## src/rtl/bcd_clock_pkg.sv

```systemverilog
// Shared definitions for the BCD time-of-day clock display.
// Holds the active-low seven-segment patterns ({g,f,e,d,c,b,a}), the blank
// digit code, the set_sel field encodings, the digit-position map, the
// packed BCD time record and the BCD increment helpers used by the time
// counter.
package bcd_clock_pkg;

    localparam logic [6:0] SEG_0     = 7'h40;
    localparam logic [6:0] SEG_1     = 7'h79;
    localparam logic [6:0] SEG_2     = 7'h24;
    localparam logic [6:0] SEG_3     = 7'h30;
    localparam logic [6:0] SEG_4     = 7'h19;
    localparam logic [6:0] SEG_5     = 7'h12;
    localparam logic [6:0] SEG_6     = 7'h02;
    localparam logic [6:0] SEG_7     = 7'h78;
    localparam logic [6:0] SEG_8     = 7'h00;
    localparam logic [6:0] SEG_9     = 7'h10;
    localparam logic [6:0] SEG_BLANK = 7'h7F;

    // Any code 10..15 decodes to blank; this one is used by the digit mux.
    localparam logic [3:0] CODE_BLANK = 4'hF;

    typedef enum logic [1:0] {
        SEL_RUN = 2'd0,
        SEL_HR  = 2'd1,
        SEL_MIN = 2'd2,
        SEL_SEC = 2'd3
    } set_sel_e;

    localparam int unsigned DIG_SEC_O = 0;
    localparam int unsigned DIG_SEC_T = 1;
    localparam int unsigned DIG_MIN_O = 2;
    localparam int unsigned DIG_MIN_T = 3;
    localparam int unsigned DIG_HR_O  = 4;
    localparam int unsigned DIG_HR_T  = 5;

    typedef struct packed {
        logic [3:0] hr_t;
        logic [3:0] hr_o;
        logic [3:0] min_t;
        logic [3:0] min_o;
        logic [3:0] sec_t;
        logic [3:0] sec_o;
    } bcd_time_t;

    // {tens, ones} + 1 with wrap 59 -> 00.
    function automatic logic [7:0] bcd_inc_60(input logic [7:0] v);
        if (v[3:0] == 4'd9) begin
            return (v[7:4] == 4'd5) ? 8'h00 : {v[7:4] + 4'd1, 4'd0};
        end
        return {v[7:4], v[3:0] + 4'd1};
    endfunction

    // {tens, ones} + 1 with wrap 23 -> 00.
    function automatic logic [7:0] bcd_inc_24(input logic [7:0] v);
        if (v == 8'h23) begin
            return 8'h00;
        end
        if (v[3:0] == 4'd9) begin
            return {v[7:4] + 4'd1, 4'd0};
        end
        return {v[7:4], v[3:0] + 4'd1};
    endfunction

endpackage

```

## src/rtl/bcd_clock_display_if.sv

```systemverilog
// Control and display bundle of the BCD clock.
//   run, mode_12h, set_sel[1:0], inc : control inputs to the clock
//   SSD[6:0], EN[NUM_DIGITS-1:0], dp : multiplexed active-low display
//   pm, tick, bcd_time[23:0]         : status outputs
// master drives the controls (board/testbench); slave is the clock.
interface bcd_clock_display_if #(
    parameter int unsigned NUM_DIGITS = 8
);
    logic                  run;
    logic                  mode_12h;
    logic [1:0]            set_sel;
    logic                  inc;
    logic [6:0]            SSD;
    logic [NUM_DIGITS-1:0] EN;
    logic                  dp;
    logic                  pm;
    logic                  tick;
    logic [23:0]           bcd_time;

    modport master (
        output run, mode_12h, set_sel, inc,
        input  SSD, EN, dp, pm, tick, bcd_time
    );

    modport slave (
        input  run, mode_12h, set_sel, inc,
        output SSD, EN, dp, pm, tick, bcd_time
    );
endinterface

```

## src/rtl/seg7_decode.sv

```systemverilog
// Combinational BCD to seven-segment decoder.
//   code[3:0] : digit value; 10..15 give a blank digit
//   seg[6:0]  : {g,f,e,d,c,b,a}, active-low
module seg7_decode (
    input  logic [3:0] code,
    output logic [6:0] seg
);
    import bcd_clock_pkg::*;

    always_comb begin
        case (code)
            4'd0:    seg = SEG_0;
            4'd1:    seg = SEG_1;
            4'd2:    seg = SEG_2;
            4'd3:    seg = SEG_3;
            4'd4:    seg = SEG_4;
            4'd5:    seg = SEG_5;
            4'd6:    seg = SEG_6;
            4'd7:    seg = SEG_7;
            4'd8:    seg = SEG_8;
            4'd9:    seg = SEG_9;
            default: seg = SEG_BLANK;
        endcase
    end
endmodule

```

## src/rtl/bcd_clock_display.sv

```systemverilog
// 24-hour BCD time-of-day clock driving a multiplexed seven-segment display.
// Ports:
//   clk : system clock
//   rst : asynchronous reset, active-low
//   bus : bcd_clock_display_if.slave (run/mode_12h/set_sel/inc in;
//         SSD/EN/dp/pm/tick/bcd_time out)
// Optional build macro SET_BLINK_EN: while a field is being set, its digits
// are blanked whenever the seconds-ones digit is odd.
module bcd_clock_display #(
    parameter int unsigned CLK_HZ     = 100000000,
    parameter int unsigned TICK_HZ    = 1,
    parameter int unsigned SCAN_HZ    = 1000,
    parameter int unsigned NUM_DIGITS = 8
) (
    input logic               clk,
    input logic               rst,
    bcd_clock_display_if.slave bus
);
    import bcd_clock_pkg::*;

    localparam int unsigned TICK_DIV = CLK_HZ / TICK_HZ;
    localparam int unsigned SCAN_DIV = CLK_HZ / SCAN_HZ;
    localparam int unsigned TW       = $clog2(TICK_DIV);
    localparam int unsigned SW       = $clog2(SCAN_DIV);
    localparam int unsigned DW       = $clog2(NUM_DIGITS);

    set_sel_e sel;
    assign sel = set_sel_e'(bus.set_sel);

    // ---------------- tick divider ----------------
    logic [TW-1:0] tdiv;
    logic          tick_int;

    assign tick_int = (tdiv == TW'(TICK_DIV - 1));
    assign bus.tick = tick_int;

    always_ff @(posedge clk or negedge rst) begin
        if (!rst) begin
            tdiv <= '0;
        end else if (sel != SEL_RUN || tick_int) begin
            tdiv <= '0;
        end else begin
            tdiv <= tdiv + TW'(1);
        end
    end

    // ---------------- inc edge detect ----------------
    logic inc_q;
    logic inc_edge;

    assign inc_edge = bus.inc & ~inc_q;

    always_ff @(posedge clk or negedge rst) begin
        if (!rst) begin
            inc_q <= 1'b0;
        end else begin
            inc_q <= bus.inc;
        end
    end

    // ---------------- time counter ----------------
    bcd_time_t  cur;
    bcd_time_t  nxt;
    logic [7:0] sec;
    logic [7:0] min;
    logic [7:0] hr;

    assign sec = {cur.sec_t, cur.sec_o};
    assign min = {cur.min_t, cur.min_o};
    assign hr  = {cur.hr_t,  cur.hr_o};

    // Whole carry chain resolved in one comb pass so the register only ever
    // loads legal BCD, including 23:59:59 -> 00:00:00.
    always_comb begin
        nxt = cur;
        if (sel == SEL_RUN) begin
            if (tick_int && bus.run) begin
                {nxt.sec_t, nxt.sec_o} = bcd_inc_60(sec);
                if (sec == 8'h59) begin
                    {nxt.min_t, nxt.min_o} = bcd_inc_60(min);
                    if (min == 8'h59) begin
                        {nxt.hr_t, nxt.hr_o} = bcd_inc_24(hr);
                    end
                end
            end
        end else if (inc_edge) begin
            case (sel)
                SEL_HR:  {nxt.hr_t,  nxt.hr_o}  = bcd_inc_24(hr);
                SEL_MIN: {nxt.min_t, nxt.min_o} = bcd_inc_60(min);
                SEL_SEC: {nxt.sec_t, nxt.sec_o} = 8'h00;
                default: ;
            endcase
        end
    end

    always_ff @(posedge clk or negedge rst) begin
        if (!rst) begin
            cur <= '0;
        end else begin
            cur <= nxt;
        end
    end

    assign bus.bcd_time = cur;

    // ---------------- hour display / pm ----------------
    logic [4:0] hr_bin;
    logic [4:0] disp_bin;
    logic [3:0] disp_t;
    logic [3:0] disp_o;

    assign hr_bin = 5'(cur.hr_t) * 5'd10 + 5'(cur.hr_o);
    assign bus.pm = (hr_bin >= 5'd12);

    always_comb begin
        if (!bus.mode_12h) begin
            disp_bin = hr_bin;
        end else if (hr_bin == 5'd0) begin
            disp_bin = 5'd12;
        end else if (hr_bin > 5'd12) begin
            disp_bin = hr_bin - 5'd12;
        end else begin
            disp_bin = hr_bin;
        end

        if (disp_bin >= 5'd20) begin
            disp_t = 4'd2;
            disp_o = 4'(disp_bin - 5'd20);
        end else if (disp_bin >= 5'd10) begin
            disp_t = 4'd1;
            disp_o = 4'(disp_bin - 5'd10);
        end else begin
            disp_t = (bus.mode_12h) ? CODE_BLANK : 4'd0;
            disp_o = disp_bin[3:0];
        end
    end

    // ---------------- scan ----------------
    logic [SW-1:0] sdiv;
    logic [DW-1:0] d;

    always_ff @(posedge clk or negedge rst) begin
        if (!rst) begin
            sdiv <= '0;
            d    <= '0;
        end else if (sdiv == SW'(SCAN_DIV - 1)) begin
            sdiv <= '0;
            d    <= (d == DW'(NUM_DIGITS - 1)) ? '0 : d + DW'(1);
        end else begin
            sdiv <= sdiv + SW'(1);
        end
    end

    int unsigned           di;
    logic [3:0]            code;
    logic [6:0]            seg;
    logic [NUM_DIGITS-1:0] en_next;
    logic                  dp_next;

    assign di = 32'(d);

    always_comb begin
        code = CODE_BLANK;
        case (di)
            DIG_SEC_O: code = cur.sec_o;
            DIG_SEC_T: code = cur.sec_t;
            DIG_MIN_O: code = cur.min_o;
            DIG_MIN_T: code = cur.min_t;
            DIG_HR_O:  code = disp_o;
            DIG_HR_T:  code = disp_t;
            default:   code = CODE_BLANK;
        endcase
`ifdef SET_BLINK_EN
        if (sel != SEL_RUN && cur.sec_o[0]) begin
            case (sel)
                SEL_HR:  if (di == DIG_HR_O  || di == DIG_HR_T)  code = CODE_BLANK;
                SEL_MIN: if (di == DIG_MIN_O || di == DIG_MIN_T) code = CODE_BLANK;
                SEL_SEC: if (di == DIG_SEC_O || di == DIG_SEC_T) code = CODE_BLANK;
                default: ;
            endcase
        end
`endif
    end

    seg7_decode u_dec (
        .code(code),
        .seg (seg)
    );

    always_comb begin
        en_next    = '1;
        en_next[d] = 1'b0;
        dp_next    = ~(((di == DIG_MIN_O) || (di == DIG_HR_O)) && ~cur.sec_o[0]);
    end

    // Segments, enables and dp share one register stage so they switch together.
    always_ff @(posedge clk or negedge rst) begin
        if (!rst) begin
            bus.SSD <= SEG_BLANK;
            bus.EN  <= '1;
            bus.dp  <= 1'b1;
        end else begin
            bus.SSD <= seg;
            bus.EN  <= en_next;
            bus.dp  <= dp_next;
        end
    end

endmodule
```

## src/flat_wrapper.sv

```systemverilog
// flat-port wrapper written by rule: the top's interface ports become plain ports
module bcd_clock_display_flat import bcd_clock_pkg::*;
#(
    parameter int unsigned CLK_HZ     = 100000000,
    parameter int unsigned TICK_HZ    = 1,
    parameter int unsigned SCAN_HZ    = 1000,
    parameter int unsigned NUM_DIGITS = 8
)
  (clk, rst, bus_run, bus_mode_12h, bus_set_sel, bus_inc, bus_SSD, bus_EN, bus_dp, bus_pm, bus_tick, bus_bcd_time);
  bcd_clock_display_if #(.NUM_DIGITS(NUM_DIGITS)) bus_i ();
  input logic clk;
  input logic rst;
  input wire logic [$bits(bus_i.run)-1:0] bus_run;
  input wire logic [$bits(bus_i.mode_12h)-1:0] bus_mode_12h;
  input wire logic [$bits(bus_i.set_sel)-1:0] bus_set_sel;
  input wire logic [$bits(bus_i.inc)-1:0] bus_inc;
  output wire logic [$bits(bus_i.SSD)-1:0] bus_SSD;
  output wire logic [$bits(bus_i.EN)-1:0] bus_EN;
  output wire logic [$bits(bus_i.dp)-1:0] bus_dp;
  output wire logic [$bits(bus_i.pm)-1:0] bus_pm;
  output wire logic [$bits(bus_i.tick)-1:0] bus_tick;
  output wire logic [$bits(bus_i.bcd_time)-1:0] bus_bcd_time;
  assign bus_i.run = bus_run;
  assign bus_i.mode_12h = bus_mode_12h;
  assign bus_i.set_sel = bus_set_sel;
  assign bus_i.inc = bus_inc;
  assign bus_SSD = bus_i.SSD;
  assign bus_EN = bus_i.EN;
  assign bus_dp = bus_i.dp;
  assign bus_pm = bus_i.pm;
  assign bus_tick = bus_i.tick;
  assign bus_bcd_time = bus_i.bcd_time;
  bcd_clock_display #(.CLK_HZ(CLK_HZ), .TICK_HZ(TICK_HZ), .SCAN_HZ(SCAN_HZ), .NUM_DIGITS(NUM_DIGITS)) u_core (.clk(clk), .rst(rst), .bus(bus_i));
endmodule
```

## config.mk

```make
export PLATFORM = sky130hd
export DESIGN_NAME = bcd_clock_display_flat
export DESIGN_NICKNAME = d
export VERILOG_FILES = /design/src/rtl/bcd_clock_pkg.sv /design/src/rtl/bcd_clock_display_if.sv /design/src/rtl/seg7_decode.sv /design/src/rtl/bcd_clock_display.sv /design/src/flat_wrapper.sv
export SDC_FILE = /design/constraint.sdc
export NUM_CORES = 1
export LEC_CHECK = 0
export CORE_AREA = 2 2 133 135
export CTS_CLUSTER_DIAMETER = 150
export CTS_CLUSTER_SIZE = 20
export DETAILED_ROUTE_END_ITERATION = 16
export DIE_AREA = 0 0 135 137
export SYNTH_ARGS = -nofsm -noshare
export SYNTH_HDL_FRONTEND = slang
export SYNTH_SLANG_ARGS = --single-unit
```

## constraint.sdc

```tcl
create_clock -name clk -period 4.5 [get_ports clk]
set_input_delay 1.35 -clock clk [delete_from_list [all_inputs] [get_ports clk]]
set_output_delay 1.35 -clock clk [all_outputs]
set_load 0.05 [all_outputs]
```

==> results of run 1 <==
## path summary, 6_finish.rpt
kind / cells after the start / slack [ps] / endpoint / startpoint
max in group asynchronous: 2 / 2620 / u_core.bus.EN[7] / rst
min in group asynchronous: 1 / 1040 / u_core.sdiv[6] / rst
min: 1 / 470 / u_core.sdiv[4] / u_core.sdiv[4]
max reg2reg: 20 / 210 / u_core.bus.SSD[1] / u_core.bus.bcd_time[20]
max: 20 / 210 / u_core.bus.SSD[1] / u_core.bus.bcd_time[20]
min reg2reg: 1 / 470 / u_core.sdiv[4] / u_core.sdiv[4]
## cell usage in the layout (no fill, tap or decap), types with 4 or more instances in the layout
master,n
sky130_fd_sc_hd__and4_1,4
sky130_fd_sc_hd__o21ai_0,31
sky130_fd_sc_hd__clkdlybuf4s50_1,46
sky130_fd_sc_hd__nand3_1,34
sky130_fd_sc_hd__nand3b_1,4
sky130_fd_sc_hd__inv_1,23
sky130_fd_sc_hd__nand4_1,6
sky130_fd_sc_hd__buf_4,12
sky130_fd_sc_hd__a21oi_1,8
sky130_fd_sc_hd__nor2_1,60
sky130_fd_sc_hd__xor2_1,25
sky130_fd_sc_hd__nand2b_1,5
sky130_fd_sc_hd__nor2b_1,10
sky130_fd_sc_hd__and3_1,11
sky130_fd_sc_hd__dfrtp_1,70
sky130_fd_sc_hd__nand2_1,49
sky130_fd_sc_hd__nor4_1,4
sky130_fd_sc_hd__and2_1,5
sky130_fd_sc_hd__a21o_1,4
sky130_fd_sc_hd__or2_2,4
sky130_fd_sc_hd__xnor2_1,19
sky130_fd_sc_hd__or3_1,4
sky130_fd_sc_hd__clkbuf_16,9
sky130_fd_sc_hd__nor3_1,8
sky130_fd_sc_hd__dfstp_2,16
sky130_fd_sc_hd__ha_1,28
## layout make-up
class,instances,area [µm²],area share (%)
Clock buffer,11,243,3.94
Clock inverter,5,80.1,1.30
Inverter,23,86.3,1.40
Multi-Input combinational cell,393,2700,43.8
Sequential cell,88,2220,36.1
Tap cell,225,282,4.57
Timing Repair Buffer,58,551,8.93
## repair_timing
action,4_1_cts,5_1_grt
gates resized for setup,1,6
setup endpoints to repair,1,7
pin swaps,0,2
setup buffers,0,3
## layer usage
metal  up-vias  share of wire, %  global-route usage, %
met3        21               4.3                   3.70
met5         -                 0                      0
met4         0               2.6                   5.32
met2        90                45                   20.5
li1       1918                 -                      -
met1      1951                48                   17.8
## flip-flops by register name (all words and copies together), names as in the netlist
register,count
u_core.bus.SSD,7
u_core.bus.EN,8
u_core.bus.dp,1
u_core.tdiv,27
u_core.d,3
u_core.inc_q,1
u_core.sdiv,17
u_core.bus.bcd_time,24
## power by group through the flow
stage	logic [mW]	clock network, mW	registers [mW]
after floorplan	0.586	0	1.09
after global placement	1.02	0	0.941
after detailed placement	1.04	0	0.942
after CTS	1.05	0.839	0.928
after global routing	1.20	0.877	0.942
final	1.11	0.812	0.929
## logic make-up (layout without fill, tap and decap cells)
group / after synthesis / after routing / synth area share [%]
AOI/OAI and AO/OA: 85 / 85 / 12.6
buffers and inverters: 38 / 97 / 3.20
xor gates and xnor gates: 46 / 46 / 8.30
muxes: 4 / 4 / 0.844
adders and majority gates: 32 / 32 / 8.10
DFF: 88 / 88 / 44.1
and+or+nand+nor: 226 / 226 / 22.9
## critical path, cell delays in order, from the launching register on
cell and delay, ps:
sky130_fd_sc_hd__dfrtp_2 440, sky130_fd_sc_hd__ha_1 330, sky130_fd_sc_hd__ha_4 310, sky130_fd_sc_hd__xor2_2 160, sky130_fd_sc_hd__inv_1 70, sky130_fd_sc_hd__ha_1 200, sky130_fd_sc_hd__nor3b_2 170, sky130_fd_sc_hd__a211o_2 350
sky130_fd_sc_hd__a31oi_2 220, sky130_fd_sc_hd__a31oi_2 100, sky130_fd_sc_hd__inv_1 120, sky130_fd_sc_hd__ha_2 220, sky130_fd_sc_hd__inv_1 80, sky130_fd_sc_hd__a311o_1 330, sky130_fd_sc_hd__nand4_1 110, sky130_fd_sc_hd__nand3_1 120
sky130_fd_sc_hd__o21ai_4 200, sky130_fd_sc_hd__or2_2 170, sky130_fd_sc_hd__ha_1 230, sky130_fd_sc_hd__nand2b_1 140, sky130_fd_sc_hd__a21oi_1 150
==> results.md, run 1 <==
Run status:
- The run finished with clean final reports.

Place:
- After detailed placement, the design holds a cell count of just under 800.
- The detailed placement HPWL is 8350 µm.
- Once placement finished, the instance area stood at slightly below 6000 µm².
- The number of I/O port buffers is 48.
- Routability-driven placement finished with a final weighted congestion of 0.880.
- Timing analysis after detailed placement gives a worst setup slack of -13.5 ps.

Final layout:
- The number of standard cells in the final layout excluding fillers is 803.
- The summed area of non-filler cells in the final layout is 6160 µm².
- The count of inserted antenna diode cells is 0.
- The filler cell count in the final layout is 1,696.
- Cells with a size suffix above 1 make up 12.8% of the layout.
- For this run, the post-layout net count is 612.
- The synthesis-to-finish area growth is 22.3%.
- The utilization after layout is 36.1%.

Timing:
- The worst pin sits at a relative slew slack of 33.9%.
- The max-slew violation count is 0.
- Setup violations remaining at the end of the flow were counted as 0.
- The clock skew is 12.8 ps.
- The worst hold slack is 472 ps.
- In the final timing run, aggregate negative setup slack is 0 ps.
- The maximum frequency from static timing analysis is 233 MHz.
- Across all setup checks in the final design, the least slack found is between 200 and 250 ps.
- The final critical path takes up 95.4% of the cycle.
- The total count of hold-check failures in the final report is 0.
- The minimum clock period is 4290 ps.
- At the pin with the least slew margin, the transition time is 992 ps.

Job:
- The reported max-cap violation count is 0.

Clock network:
- After clock tree synthesis, the clock-pin slew on the worst setup and hold paths is 70 ps.
- For this design, the sink count on the clock tree is 88.
- In this run the clock root is driven by a sky130_fd_sc_hd__clkbuf_16.
- The total of hold buffers inserted after clock tree synthesis is 0.
- The later pin in the worst-skew pair is clocked with a latency of roughly 350 ps.
- The maximum count of clock buffers along a single path is 2.
- The H-tree was split into 3 levels.
- TritonCTS built the clock tree.
- The total clock buffers created by CTS is 9.

Logic synthesis:
- The number of warning messages in the yosys log is 0.
- The sequential fraction of the synthesis area is 44.1%.
- The dominant register cell in the synthesized netlist is sky130_fd_sc_hd__dfrtp_1.
- In this run, synthesis inferred 0 flip-flops with an integrated enable.
- The commonest cells after synthesis are sky130_fd_sc_hd__dfrtp_1, sky130_fd_sc_hd__nor2_1, sky130_fd_sc_hd__nand2_1, sky130_fd_sc_hd__nand3_1.
- The fraction of post-synthesis cell area in the top cell type by area is 35.8%.
- The share of flip-flops with an asynchronous set or reset is 100%.
- After synthesis the netlist holds a flip-flop and latch count of 88.
- By area the synthesized netlist is led by sky130_fd_sc_hd__dfrtp_1, sky130_fd_sc_hd__dfstp_2, sky130_fd_sc_hd__ha_1.
- Counting distinct cell types in the post-synthesis netlist gives 68.
- The synthesized design spends more area on one cell type than any other, namely sky130_fd_sc_hd__dfrtp_1.
- The summed instance area of the synthesized netlist is 5040 µm².
- The most common cell in the synthesized netlist is sky130_fd_sc_hd__dfrtp_1.
- The number of cells produced by synthesis is 519.
- The number of nets handed over by synthesis was 558.
- The synthesized area per cell is around 9.7 µm².

Global route:
- The number of antenna violations at the first check in global routing came to 0.
- The total overflow reported by the global router is 0.
- Across every metal layer, demand over resource in global routing totals 13.3%.
- Entering global routing, the biggest net connects 51 pins.
- The wire length of the first global-routing pass is 19,600 µm.
- The number of global-route vias before repair is 3,903.

Critical path:
- The maximum fanout count along the critical path is 7.
- The worst setup path is captured at a flip-flop.
- The startpoint type of the worst setup path is a flip-flop.
- At the worst endpoint, the required time is 4780 ps.
- At the worst endpoint, the arrival time is 4570 ps.
- The worst setup path is of the flip-flop to flip-flop kind.

Routing:
- The first detailed-routing pass ran for 7 iterations.
- Summed over all layers, the routed wires come to 11,800 µm.
- The number of remaining DRC errors is 0.
- After detailed routing, the average wire length per cell comes to roughly 15 µm.
- In this run, the number of DRC markers left after iteration 0 of detailed routing was approximately 250.
- Once detail routing completed, the nets flagged for antenna violations numbered 0.
- The final route contains 3,980 vias.
- The detail-routed via count per cell is 4.96.

Pwr:
- The fraction of power consumed by the clock network is about 28%.
- Cell internal power was estimated by the tool at 1.76 mW.
- The maximum VDD drop is 0.202 mV.
- The part of the power in combinational logic is 38.9%.
- The switching part of the total is 38.2%.
- The total design power is ~2.8 mW.
- The leakage power is between 2 and 3 nW.
- Power spread over the standard cell area amounts to 462 nW/µm².
- The register share of total power is 32.6%.
- The switching power is 1.09 mW.

Floorplanning:
- The vertical extent of the die is 137 µm.
- In this run the count of I/O pins placed on the die edge is just under 50.
- The die width is 135 µm.
- The total area inside the core boundary comes to 17,100 µm².
- The area of the die is 18,500 µm².
- The initial cell density of the core is 29.5%.
- The standard-cell row count is 48.

Hold path:
- In this run the worst hold path is classified as flip-flop to flip-flop.
Power figures use the tool's default switching activity.
==> run 2, diff against run 1 <==
Settings changed: CTS_CLUSTER_SIZE 20 to unset.
==> results of run 2 <==
Final layout, timing and power as in run 1 (identical DEF).
==> RTL edit 1: new RTL, settings of run 2 <==
The option `SET_BLINK_EN` is turned on by a define.
--- a/src/rtl/bcd_clock_display.sv
+++ b/src/rtl/bcd_clock_display.sv
@@ -6,6 +6,8 @@
 //         SSD/EN/dp/pm/tick/bcd_time out)
 // Optional build macro SET_BLINK_EN: while a field is being set, its digits
 // are blanked whenever the seconds-ones digit is odd.
+`define SET_BLINK_EN
+
 module bcd_clock_display #(
     parameter int unsigned CLK_HZ     = 100000000,
     parameter int unsigned TICK_HZ    = 1,
Function: no difference found for any inputs over 4 cycles, from zero or initial values and one cycle with rst low; that may be too few to reach the edited logic, so the function may still have changed.
==> RTL edit 1 against run 2 <==
  * Wire length is 5.2% higher
  * Cell area increased by 8.0%
  * Area after synthesis rose by 3.4%
  * First-iteration DRC count decreased by 25%
  * Sequential cell count unchanged
  * Worst setup slack worse by 65 ps
  * Power fell by 12%
  * Clock power down 7.5%
  * Count of clock-buffer cells in the layout fell by 2
  * Critical path type unchanged
  * Critical endpoint is now u_core.bus.SSD[5]
  * Largest cell class unchanged
==> RTL edit 1: results (changes against run 2) <==
| Metric | Value |
|---|---|
| Outcome | `complete, no violations` |
| Cells after Synth | `555 (+6.9%)` |
| Place WS | `-307.0 ps (-293.5 ps)` |
| First drt pass iteration count | `5 (-2)` |
| Clock Latency Late Sink | `350 ps (about the same)` |
| Post-Layout Cell Count | `866 (+7.8%)` |
| XOR/XNOR Fraction of Synth Area | `7.661% (-0.64 points)` |
| Vias in the first global route | `4210 (+7.9%)` |
| Final setup skew | `7.264 ps (-5.544 ps)` |
| Compound-Gate Fraction of Synth Area | `12.13% (-0.47 points)` |
| GR Util met2 | `23.24% (+2.8 points)` |
| Post-DR wirelength/cell | `14.31 um (-2.5%)` |
| Netlist cell types | `62 (-8.8%)` |
| Detailed Place HPWL | `9.074 mm (+8.6%)` |
| Final nets | `680 (+11%)` |
| Pleak | `0.002866 uW (+10%)` |
| Worst path top cell family by delay | `adder cells` |
| Adder-cell share of the synthesized area | `9.030% (+0.93 points)` |
| Most frequent cells after synthesis | `dfrtp_1, nor2_1, nand2_1` |
| Placed cell count | `846 (+7.9%)` |
| Max incr delay on CP | `450 ps` |
| Synth Net Count | `599 (+7.3%)` |
| Register area share after synthesis | `42.65% (-1.5 points)` |
| Met2 wire len | `6.047 mm (+14%)` |
| Gr usage total | `13.67% (+0.32 points)` |
| Fill count | `1691 (-0.29%)` |
| Via/cell ratio | `4.887 (-1.4%)` |
| Largest net degree at the start of global routing | `40 (-22%)` |
| Post-synthesis mux area share | `1.801% (+0.96 points)` |
| Reg-to-reg startpoint | `u_core.bus.bcd_time[20]` |
| Crit path DAT | `4630 ps (+60 ps)` |
| Met3 Usage GRT | `3.148% (-0.56 points)` |
| Layout cells sized above 1 | `16.69% (+3.9 points)` |
| Maximum vdd drop | `210.4 uV (+4.0%)` |
| Routability Congestion | `0.8317 (-5.5%)` |
| Reg-to-Reg End | `u_core.bus.SSD[5]` |
| Register-to-Register Setup Slack | `140 ps (-60 ps)` |
| Worst slew pin tran | `935.7 ps (-55.96 ps)` |
| TritonCTS Buffers | `9 (unchanged)` |
| Initial DRC count | `186 (-25%)` |
| Max FO, Critical Path | `4 (-3)` |
| M1 GR Usage | `16.76% (-1.1 points)` |
| Top cells by area, synth | `dfrtp_1, ha_1, dfstp_2` |
| Metal-1 WL | `5.637 mm (about the same)` |
==> RTL edit 1: what timing repair did <==
action | 4_1_cts | 5_1_grt
buffers inserted | 0 | 4
gates resized for setup | 0 | 27
endpoints found under the setup margin | 0 | 7
==> RTL edit 1: layout make-up <==
class	instances	area, um^2	share of cell area [%]
clock buffers	9	225.2	3.385
clock inverters	7	70.07	1.053
inverters	25	93.84	1.410
multi-input cells	425	2983	44.83
flip-flops and latches	88	2226	33.45
well taps	225	281.5	4.231
repair buffers	87	774.5	11.64
==> RTL edit 1: stage by stage <==
stage / instance area (um^2) / hold slack (ps) / util, %
final: 6654 / 481.2 / 39.01
after global routing: 6654 / 501.1 / 39.01
after CTS: 6467 / 480.2 / 37.92
after detailed placement: 6172 / 466.7 / 36.19
after global placement: 6172 / 461.6 / 36.19
after floorplan: 5214 / 446.1 / -
==> RTL edit 1: worst max path at each step <==
stage / from / end / slack, ps / cells after the start
2_1_floorplan: u_core.bus.bcd_time[20] / u_core.bus.SSD[5] / 10 / 18
3_3_place_gp: bus_mode_12h / u_core.bus.SSD[5] / -200 / 15
3_5_place_dp: bus_mode_12h / u_core.bus.SSD[0] / -310 / 17
4_1_cts: u_core.bus.bcd_time[20] / u_core.bus.SSD[5] / 1 / 20
5_1_grt: bus_mode_12h / u_core.bus.SSD[0] / -140 / 16
6_report: u_core.bus.bcd_time[20] / u_core.bus.SSD[5] / 140 / 20
==> RTL edit 1: cell families after synthesis <==
family,Yosys count
xor+xnor,44
mux,9
buf+inv,42
flops,88
compound gates,93
simple gates,242
fa+ha+maj,37
==> RTL edit 1: where the power goes <==
part | leakage (uW) | internal (uW) | switching [uW]
sequential | 0.00113 | 854 | 74.1
combinational | 0.00159 | 334 | 489
clock | 0.000146 | 430 | 321
==> RTL edit 2: new RTL, config.mk and constraints of run 2 <==
Made on the original files. Reset style: synchronous (`rst`), changed in 5 clocked blocks. Comments in the files are not updated.
--- a/src/rtl/bcd_clock_display.sv
+++ b/src/rtl/bcd_clock_display.sv
@@ -34,7 +34,7 @@
     assign tick_int = (tdiv == TW'(TICK_DIV - 1));
     assign bus.tick = tick_int;
 
-    always_ff @(posedge clk or negedge rst) begin
+    always_ff @(posedge clk) begin
         if (!rst) begin
             tdiv <= '0;
         end else if (sel != SEL_RUN || tick_int) begin
@@ -50,7 +50,7 @@
 
     assign inc_edge = bus.inc & ~inc_q;
 
-    always_ff @(posedge clk or negedge rst) begin
+    always_ff @(posedge clk) begin
         if (!rst) begin
             inc_q <= 1'b0;
         end else begin
@@ -93,7 +93,7 @@
         end
     end
 
-    always_ff @(posedge clk or negedge rst) begin
+    always_ff @(posedge clk) begin
         if (!rst) begin
             cur <= '0;
         end else begin
@@ -139,7 +139,7 @@
     logic [SW-1:0] sdiv;
     logic [DW-1:0] d;
 
-    always_ff @(posedge clk or negedge rst) begin
+    always_ff @(posedge clk) begin
         if (!rst) begin
             sdiv <= '0;
             d    <= '0;
@@ -194,7 +194,7 @@
     end
 
     // Segments, enables and dp share one register stage so they switch together.
-    always_ff @(posedge clk or negedge rst) begin
+    always_ff @(posedge clk) begin
         if (!rst) begin
             bus.SSD <= SEG_BLANK;
             bus.EN  <= '1;
Behaviour: differs if rst is asserted again (counterexample within 4 cycles, from zero or initial values and one cycle with rst low); with rst held inactive, the same outputs for 4 cycles.
==> RTL edit 2 against run 2 <==
  * Count of clock-buffer cells in the layout is 2 lower
  * Cell area is 5.9% lower
  * Core utilization is 2.1 points lower
  * Wire length is 10% lower
  * Sequential cell count stayed put
  * Area after synthesis is 7.6% lower
  * Hold slack worse by 7.0 ps
  * Global-route usage is 1.5 points lower
  * Worst setup slack better by 130 ps
Power is not compared: it rests on default switching activity, and its combinational part moved more than twofold at a synthesized area within 25%.
==> RTL edit 2: results (changes against run 2) <==
| Metric | Value |
|---|---|
| Vias in the first global route | `3724 (-4.6%)` |
| Synth Net Count | `598 (+7.2%)` |
| XOR/XNOR Fraction of Synth Area | `7.636% (-0.66 points)` |
| Final setup skew | `9.936 ps (-2.872 ps)` |
| Reg-to-reg startpoint | `u_core.bus.bcd_time[17]` |
| First-pass GRT wire length | `17.69 mm (-9.5%)` |
| Area post-placement | `0.005469 mm^2 (-5.3%)` |
| Max FO, Critical Path | `6 (-1)` |
| Via/cell ratio | `4.746 (-4.2%)` |
| Netlist cell types | `62 (-8.8%)` |
| Met2 wire len | `4.747 mm (-11%)` |
| Reg-to-Reg End | `u_core.bus.SSD[1]` |
| Worst slew pin tran | `907.6 ps (-83.98 ps)` |
| Register-to-Register Setup Slack | `340 ps (+130 ps)` |
| Metal-1 WL | `5.001 mm (-11%)` |
| Outcome | `complete, no violations` |
| Compound-Gate Fraction of Synth Area | `14.30% (+1.7 points)` |
| Most frequent cells after synthesis | `dfxtp_1, nor2_1, nand2_1` |
| Top cells by area, synth | `dfxtp_1, ha_1, nor2_1` |
| Crit path DAT | `4430 ps (-140 ps)` |
| Gr usage total | `11.85% (-1.5 points)` |
| Post-DR wirelength/cell | `12.47 um (-15%)` |
| DR WL met3 | `583 um (+15%)` |
| Routability Congestion | `0.8512 (-3.3%)` |
| Largest net degree at the start of global routing | `28 (-45%)` |
| Min Hold Slack | `464.9 ps (-7.024 ps)` |
| Adder-cell share of the synthesized area | `9.304% (+1.2 points)` |
| Final nets | `657 (+7.4%)` |
| Initial DRC count | `203 (-18%)` |
| Post-synthesis mux area share | `0.2151% (-0.63 points)` |
| Dominant synthesized flop cell | `dfxtp_1` |
| Worst min-delay path endpoint | `u_core.tdiv[0]` |
| Min-delay src | `u_core.tdiv[0]` |
| Async S/R FF share, synth | `0% (-100 points)` |
## RTL edit 2: changes by cell type after synthesis, sizes merged, moves of 7 or more
cell | run 2 | this run
or3 | 4 | 17
nor3 | 9 | 16
nor2 | 60 | 76
dfxtp | 0 | 88
a21oi | 8 | 35
nand2 | 49 | 41
dfrtp | 72 | 0
dfstp | 16 | 0
## RTL edit 2: worst max path at each step
stage / startpoint / slack [ps] / end
floorplan: u_core.bus.bcd_time[17] / 100 / u_core.bus.SSD[1]
global placement: bus_mode_12h / 140 / u_core.bus.SSD[1]
detailed placement: bus_mode_12h / 100 / u_core.bus.SSD[1]
CTS: u_core.bus.bcd_time[22] / 220 / u_core.bus.SSD[1]
global route: u_core.bus.bcd_time[17] / 3 / u_core.bus.SSD[1]
finish: u_core.bus.bcd_time[17] / 340 / u_core.bus.SSD[1]
## RTL edit 2: kinds of logic (layout without fill, tap and decap cells)
kind of cell / count (synthesis) / count (layout)
buffers and inverters: 42 / 106
flip-flops: 88 / 88
XOR/XNOR: 39 / 39
AND/OR/NAND/NOR: 251 / 251
AO/OA/AOI/OAI: 102 / 102
adder cells (fa/ha/maj): 34 / 34
multiplexers: 1 / 1
## RTL edit 2: power by group
part | internal, uW | total (uW) | leakage, uW | switching, uW
logic | 35.3 | 96.3 | 0.00126 | 61.0
registers | 787 | 794 | 0.000714 | 7.00
clock network | 387 | 724 | 0.000141 | 337
total | 1210 | 1610 | 0.00211 | 405
## RTL edit 2: worst max-delay path, cell delays in order, from the launching register on
cell and delay (ps):
dfxtp_1 320, ha_1 220, fa_1 410, xor2_2 210, inv_1 110, ha_1 160, nor3b_4 240, nand2_1 80
a2bb2o_1 260, o211ai_2 100, inv_2 100, ha_1 230, nand4b_1 200, and2_4 200, a31o_1 230, or3_1 420
ha_1 310, o21a_1 180, o21ai_0 120
## RTL edit 2: stage by stage
step	std cells	worst slack (ps)
global placement	830	140.5
CTS	846	224.2
global route	846	2.803
finish	846	338.8
detailed placement	830	100.3
floorplan	557	95.48
## RTL edit 2: what timing repair did
action,in CTS,in global routing
gates resized for setup,0,6
setup endpoints to repair,0,7
hold buffers,0,0
## RTL edit 2: area by class of cell
| cell class | instances | area [um^2] |
|---|---|---|
| clock buffers | 9 | 225.2 |
| clock inverters | 7 | 61.31 |
| fillers | 1791 | 11260 |
| inverters | 27 | 101.3 |
| multi-input cells | 427 | 2773 |
| flip-flops and latches | 88 | 1764 |
| well taps | 225 | 281.5 |
| repair buffers | 63 | 590.6 |
## RTL edit 2: routing by layer
| layer | up-vias | GRT usage, % |
|---|---|---|
| met5 | - | 0 |
| met4 | 0 | 4.688 |
| met3 | 17 | 3.444 |
| met2 | 83 | 19.15 |
| met1 | 1832 | 14.89 |
| li1 | 2083 | - |
